File: config.mk
export PLATFORM = sky130hd
export DESIGN_NAME = stepper_phase_monitor
export DESIGN_NICKNAME = d
export VERILOG_FILES = /design/src/rtl/stepper_phase_monitor_pkg.sv /design/src/rtl/stepper_phase_decode.sv /design/src/rtl/stepper_phase_monitor.sv
export SDC_FILE = /design/constraint.sdc
export NUM_CORES = 1
export LEC_CHECK = 0
export ABC_AREA = 1
export CAP_MARGIN = 20
export CORE_MARGIN = 2
export CORE_UTILIZATION = 35
export DETAILED_ROUTE_END_ITERATION = 10
export PLACE_DENSITY = 0.63
export RECOVER_POWER = 50
export SLEW_MARGIN = 0
export SYNTH_ARGS = -nofsm -noshare
export SYNTH_HDL_FRONTEND = slang
export SYNTH_SLANG_ARGS = --single-unit
File: constraint.sdc
create_clock -name clk_i -period 3.46 [get_ports clk_i]
set_clock_uncertainty 0.1 [all_clocks]
set_input_delay 1.038 -clock clk_i [delete_from_list [all_inputs] [get_ports clk_i]]
set_output_delay 1.038 -clock clk_i [all_outputs]
set_load 0.05 [all_outputs]
File: src/rtl/stepper_phase_monitor_pkg.sv
// Shared definitions for the stepper phase monitor: coil one-hot patterns and FSM states.
package stepper_phase_monitor_pkg;

  // Coil patterns in driver dir0 order; phase index equals position in this sequence.
  localparam logic [3:0] CoilPh0 = 4'b0001;
  localparam logic [3:0] CoilPh1 = 4'b1000;
  localparam logic [3:0] CoilPh2 = 4'b0100;
  localparam logic [3:0] CoilPh3 = 4'b0010;
  localparam logic [3:0] CoilOff = 4'b0000;

  localparam logic [7:0] RevMax = 8'hFF;

  typedef enum logic [1:0] {
    StIdle  = 2'd0,
    StTrack = 2'd1,
    StFault = 2'd2
  } state_e;

endpackage

File: src/rtl/stepper_phase_decode.sv
// Combinational coil pattern decoder: phase index, legal one-hot flag and de-energised flag.
module stepper_phase_decode
  import stepper_phase_monitor_pkg::*;
(
  input  logic [3:0] coil_i,
  output logic [1:0] idx_o,
  output logic       valid_o,
  output logic       off_o
);

  always_comb begin
    idx_o   = 2'd0;
    valid_o = 1'b1;
    off_o   = 1'b0;
    case (coil_i)
      CoilPh0: idx_o = 2'd0;
      CoilPh1: idx_o = 2'd1;
      CoilPh2: idx_o = 2'd2;
      CoilPh3: idx_o = 2'd3;
      CoilOff: begin
        valid_o = 1'b0;
        off_o   = 1'b1;
      end
      default: valid_o = 1'b0;
    endcase
  end

endmodule

File: src/rtl/stepper_phase_monitor.sv
// Receive-side monitor for the stepper driver coil pattern: decodes steps, direction, position,
// revolutions, and flags skipped phases, illegal patterns and stalls.
module stepper_phase_monitor
  import stepper_phase_monitor_pkg::*;
#(
  parameter int unsigned PosW        = 16,
  parameter int unsigned StepsPerRev = 2048,
  parameter int unsigned StallCyc    = 2097152,
  parameter int unsigned StallW      = 22
) (
  input  logic            clk_i,
  input  logic            rst_ni,
  input  logic            clr_i,
  input  logic [3:0]      coil_i,
  output logic            step_pulse_o,
  output logic            step_dir_o,
  output logic [PosW-1:0] position_o,
  output logic            rev_done_o,
  output logic [7:0]      rev_count_o,
  output logic            moving_o,
  output logic            stalled_o,
  output logic            err_skip_o,
  output logic            err_illegal_o
);

  localparam int unsigned IdxW = (StepsPerRev > 1) ? $clog2(StepsPerRev) : 1;
  localparam logic [IdxW-1:0]   IdxLast  = IdxW'(StepsPerRev - 1);
  localparam logic [StallW-1:0] StallMax = StallW'(StallCyc);

  state_e            state_q, state_d;
  logic [3:0]        coil_q;
  logic [1:0]        phase_q, phase_d;
  logic [PosW-1:0]   pos_q, pos_d;
  logic [IdxW-1:0]   idx_q, idx_d;
  logic [7:0]        rev_q, rev_d;
  logic [StallW-1:0] stall_q, stall_d;
  logic              dir_q, dir_d;
  logic              pulse_q, pulse_d;
  logic              rev_done_q, rev_done_d;
  logic              err_skip_q, err_skip_d;
  logic              err_ill_q, err_ill_d;

  logic [1:0] dec_idx;
  logic       dec_valid;
  logic       dec_off;
  logic [1:0] phase_diff;
  logic       stall_hit;

  stepper_phase_decode u_decode (
    .coil_i  (coil_q),
    .idx_o   (dec_idx),
    .valid_o (dec_valid),
    .off_o   (dec_off)
  );

  assign phase_diff = dec_idx - phase_q;
  assign stall_hit  = (stall_q == StallMax);

  always_comb begin
    state_d    = state_q;
    phase_d    = phase_q;
    pos_d      = pos_q;
    idx_d      = idx_q;
    rev_d      = rev_q;
    stall_d    = stall_q;
    dir_d      = dir_q;
    pulse_d    = 1'b0;
    rev_done_d = 1'b0;
    err_skip_d = err_skip_q;
    err_ill_d  = err_ill_q;

    if (clr_i) begin
      // Clear wins over any step decoded in the same cycle.
      state_d    = StIdle;
      pos_d      = '0;
      idx_d      = '0;
      rev_d      = '0;
      stall_d    = '0;
      dir_d      = 1'b0;
      err_skip_d = 1'b0;
      err_ill_d  = 1'b0;
    end else begin
      unique case (state_q)
        StIdle: begin
          if (dec_valid) begin
            phase_d = dec_idx;
            stall_d = '0;
            state_d = StTrack;
          end else if (!dec_off) begin
            err_ill_d = 1'b1;
            state_d   = StFault;
          end
        end
        StTrack: begin
          if (dec_off) begin
            stall_d = '0;
            state_d = StIdle;
          end else if (!dec_valid) begin
            err_ill_d = 1'b1;
            state_d   = StFault;
          end else begin
            case (phase_diff)
              2'd0: if (!stall_hit) stall_d = stall_q + StallW'(1);
              2'd1: begin
                phase_d = dec_idx;
                pos_d   = pos_q + PosW'(1);
                dir_d   = 1'b0;
                pulse_d = 1'b1;
                stall_d = '0;
                if (idx_q == IdxLast) begin
                  idx_d      = '0;
                  rev_done_d = 1'b1;
                  if (rev_q != RevMax) rev_d = rev_q + 8'd1;
                end else begin
                  idx_d = idx_q + IdxW'(1);
                end
              end
              2'd3: begin
                phase_d = dec_idx;
                pos_d   = pos_q - PosW'(1);
                dir_d   = 1'b1;
                pulse_d = 1'b1;
                stall_d = '0;
                if (idx_q == '0) begin
                  idx_d = IdxLast;
                  if (rev_q != 8'd0) rev_d = rev_q - 8'd1;
                end else begin
                  idx_d = idx_q - IdxW'(1);
                end
              end
              default: begin
                phase_d    = dec_idx;
                err_skip_d = 1'b1;
                stall_d    = '0;
              end
            endcase
          end
        end
        StFault: ;
        default: state_d = StIdle;
      endcase
    end
  end

  always_ff @(posedge clk_i or negedge rst_ni) begin
    if (!rst_ni) begin
      state_q    <= StIdle;
      coil_q     <= '0;
      phase_q    <= '0;
      pos_q      <= '0;
      idx_q      <= '0;
      rev_q      <= '0;
      stall_q    <= '0;
      dir_q      <= 1'b0;
      pulse_q    <= 1'b0;
      rev_done_q <= 1'b0;
      err_skip_q <= 1'b0;
      err_ill_q  <= 1'b0;
    end else begin
      state_q    <= state_d;
      coil_q     <= coil_i;
      phase_q    <= phase_d;
      pos_q      <= pos_d;
      idx_q      <= idx_d;
      rev_q      <= rev_d;
      stall_q    <= stall_d;
      dir_q      <= dir_d;
      pulse_q    <= pulse_d;
      rev_done_q <= rev_done_d;
      err_skip_q <= err_skip_d;
      err_ill_q  <= err_ill_d;
    end
  end

  assign step_pulse_o  = pulse_q;
  assign step_dir_o    = dir_q;
  assign position_o    = pos_q;
  assign rev_done_o    = rev_done_q;
  assign rev_count_o   = rev_q;
  assign moving_o      = (state_q == StTrack) && !stall_hit;
  assign stalled_o     = (state_q == StTrack) && stall_hit;
  assign err_skip_o    = err_skip_q;
  assign err_illegal_o = err_ill_q;

endmodule

==> results.md <==
- Run status: complete, but fails checks
- Violated checks: max-capacitance violations, max-slew violations
- Antenna-violating nets left: 0
- Max cap viols: 1
- Worst Path Class, Setup: flip-flop to output port
- Sw power: around 1000 uW
- Worst-skew pair later-pin latency: 0.34 ns
- Comb power frac: 31.1%
- Sequential share of power: 34.7%
- Worst Setup End Kind: output port
- Rows: 44
- Layout Nets: 824
- Final hold vios: 0
- Net Count, Synth: 774
- Layout fillers: 1495
- Reg clk slew, reported paths: 0.06 ns
- Register area: between 1500 and 2000 um2
- First-pass GRT wire length: 22.2 mm
- Die area: 16000 um2
- H-tree depth: 3
- # diodes: 0
- Most frequent cells in the layout: 192 x nand2_1, 79 x inv_1, 74 x nor2_1, 70 x dfrtp_1, 61 x nand3_1
- # setup viols final: 0
- Synth Warn #: 0
- EDFF count, synth: 0
- Max-slew violations: 71
- GR Overflow Total: 0
- GRT Total Usage: 16.8%
- Mapped Cells: 740
- Worst hold path class: flip-flop to flip-flop
- Unrepaired setup endpoints after global routing: no
- Post-route clock period utilization: 95.5%
- Largest net degree at the start of global routing: 71
- Die Y-Extent: 127 um
- Post-route DRC: 0
- Final TNS setup: 0 ns
- Commonest non-fill, non-tap cell in the layout: nand2_1
- TritonRoute pass-1 iters: 5
- CTS sink cnt: 70
- Core Region: 14600 um2
- Number of global-route vias before repair: 4615
- Drt total wl: roughly 13 mm
- Root buffer cell: clkbuf_16
- FMAX: 0.303 GHz
- Worst EP arrival: around 2.2 ns
- CP max FO: 4
- Routed length per instance: 13.3 um
- Port-buffer cells: 37
- Vias per cell: 4.99
- Seq/Total Area, Yosys: 33.3%
- Max VDD drop: 314 uV
- Post-synth ARST share: 100%
- Synthesized area: 5260 um2
- Slew headroom: -22.2%
- Tmin final: 3.30 ns
- Final Total Pwr: 2710 uW
- Worst-margin pin slew: 1.83 ns
- CTS Buf Count: 9
- Placer congestion estimate: 0.892
- Main flop type after synthesis: dfrtp_1
- Clock Tree Buf Depth: 2
- Initial core utilization: 36.1%
- Io pins: 38
- Dpl hpwl: 9.27 mm
- Post-cts hold buffer count: 0
- Synth-to-Final Area Change: 18.2%
- Leak: 0.00292 uW
- Die W: 127 um
- PD cells: 436 nW/um2
- Worst reg2reg setup slack: 0.30 ns
- Vias: 4881
- Worst Setup Start Kind: flip-flop
- Syn Area/Cell: 7.11 um2
- Post-synthesis cell type count: 43
- Clock power frac: 34.1%
- WP data required: about 2.3 ns
- Switching share of power: between 30% and 40%
- Initial drt markers: 317
- Int Pwr: 1720 uW
- Share of cells above drive strength 1: between 10% and 20%
- Yosys reg bits: 70
- Area of the multi-input gates: 3160 um2
- CTS tree: done
- Antenna violations before repair: 0
cell families after synthesis:
family                   Yosys count  share of synthesized area, %
AND/OR/NAND/NOR                  412                          35.8
buffers and inverters             94                          7.82
AO/OA/AOI/OAI                    111                          12.1
XOR/XNOR                          26                          4.33
adder cells (fa/ha/maj)           27                          6.70
flip-flops                        70                          33.3
through the flow:
| stage | std cells | utilization [%] | area [um2] | hold slack [ns] | setup WS, ns |
|---|---|---|---|---|---|
| final | 978 | 42.6 | 6220 | 0.358 | 0.155 |
| after global routing | 978 | 42.6 | 6220 | 0.396 | 0.00399 |
| after CTS | 973 | 42.0 | 6130 | 0.361 | 0.0119 |
| after detailed placement | 958 | 40.0 | 5840 | 0.353 | 0.0290 |
| after global placement | 958 | 40.0 | 5840 | 0.351 | 0.0989 |
| after floorplan | 740 | - | 5260 | 0.343 | 0.291 |
sequential cells by signal, indices dropped and copies added (netlist names):
signal	cells
coil_q	4
err_illegal_o	1
err_skip_o	1
idx_q	11
phase_q	2
position_o	16
rev_count_o	8
rev_done_o	1
stall_q	22
state_q	2
step_dir_o	1
step_pulse_o	1
critical path: stages (launching register included):
cell             delay [ns]
dfrtp_1                0.36
inv_1                  0.09
ha_1                   0.20
nand3_1                0.09
nor2_1                 0.05
nand3b_1               0.11
nand2_1                0.08
inv_1                  0.05
clkdlybuf4s50_1        0.79
power by group through the flow:
| stage | clock network, uW | logic, uW | registers, uW |
|---|---|---|---|
| CTS | 953 | 828 | 940 |
| global placement | 0 | 822 | 955 |
| detailed placement | 0 | 827 | 954 |
| floorplan | 0 | 494 | 1060 |
| global route | 985 | 938 | 951 |
| finish | 925 | 844 | 941 |
worst paths after layout:
| check | start | endpoint | depth (start not counted) |
|---|---|---|---|
| max | stall_q[0] | moving_o | 8 |
| min | state_q[0] | state_q[1] | 1 |
| max reg2reg | coil_q[3] | position_o[15] | 23 |
| min reg2reg | state_q[0] | state_q[1] | 1 |
| max in group asynchronous | rst_ni | idx_q[0] | 1 |
| min in group asynchronous | rst_ni | stall_q[16] | 1 |
per-layer routing:
| metal | up-vias | global-route usage (%) | part of all wire, % |
|---|---|---|---|
| met3 | 17 | 3.54 | 3.1 |
| li1 | 2549 | - | - |
| met1 | 2240 | 22.5 | 48 |
| met4 | 0 | 4.78 | 1.4 |
| met5 | - | 0 | 0 |
| met2 | 75 | 27.5 | 47 |
cell usage after synthesis (2+ instances only):
library cell,number,area share [%]
buf_4,3,0.43
fa_1,2,0.76
inv_1,78,5.6
o22ai_1,2,0.24
xor2_1,16,2.7
ha_1,25,5.9
nor2_1,75,5.3
o21ai_1,13,1.2
xnor2_1,10,1.7
o211ai_1,3,0.43
nand2_4,5,1.1
a21o_1,4,0.57
nor2_2,3,0.36
nor3_1,22,2.1
buf_2,4,0.38
inv_2,2,0.14
nor4_1,2,0.24
nand3b_1,4,0.57
o21bai_1,2,0.29
nor2_4,3,0.64
dfrtp_1,70,33
clkbuf_1,2,0.14
nand2_2,11,1.3
o21ai_0,41,3.9
nor2_8,2,0.76
nand3_2,2,0.38
o21ai_2,11,1.8
a21oi_1,30,2.9
nand3_1,61,5.8
nand2_1,193,14
nand4_1,27,3.2
area by class of cell:
cell class | instances | share of cell area, %
Clock inverter | 4 | 0.764
Tap cell | 184 | 3.70
Sequential cell | 70 | 28.2
Timing Repair Buffer | 52 | 7.70
Inverter | 81 | 5.01
Multi-Input combinational cell | 576 | 50.8
Clock buffer | 11 | 3.90
what timing repair did:
item | in CTS | in global routing
gates resized for setup | 0 | 19
setup endpoints to repair | 0 | 16
setup buffers | 0 | 5
(Power assumes the default switching activity.)
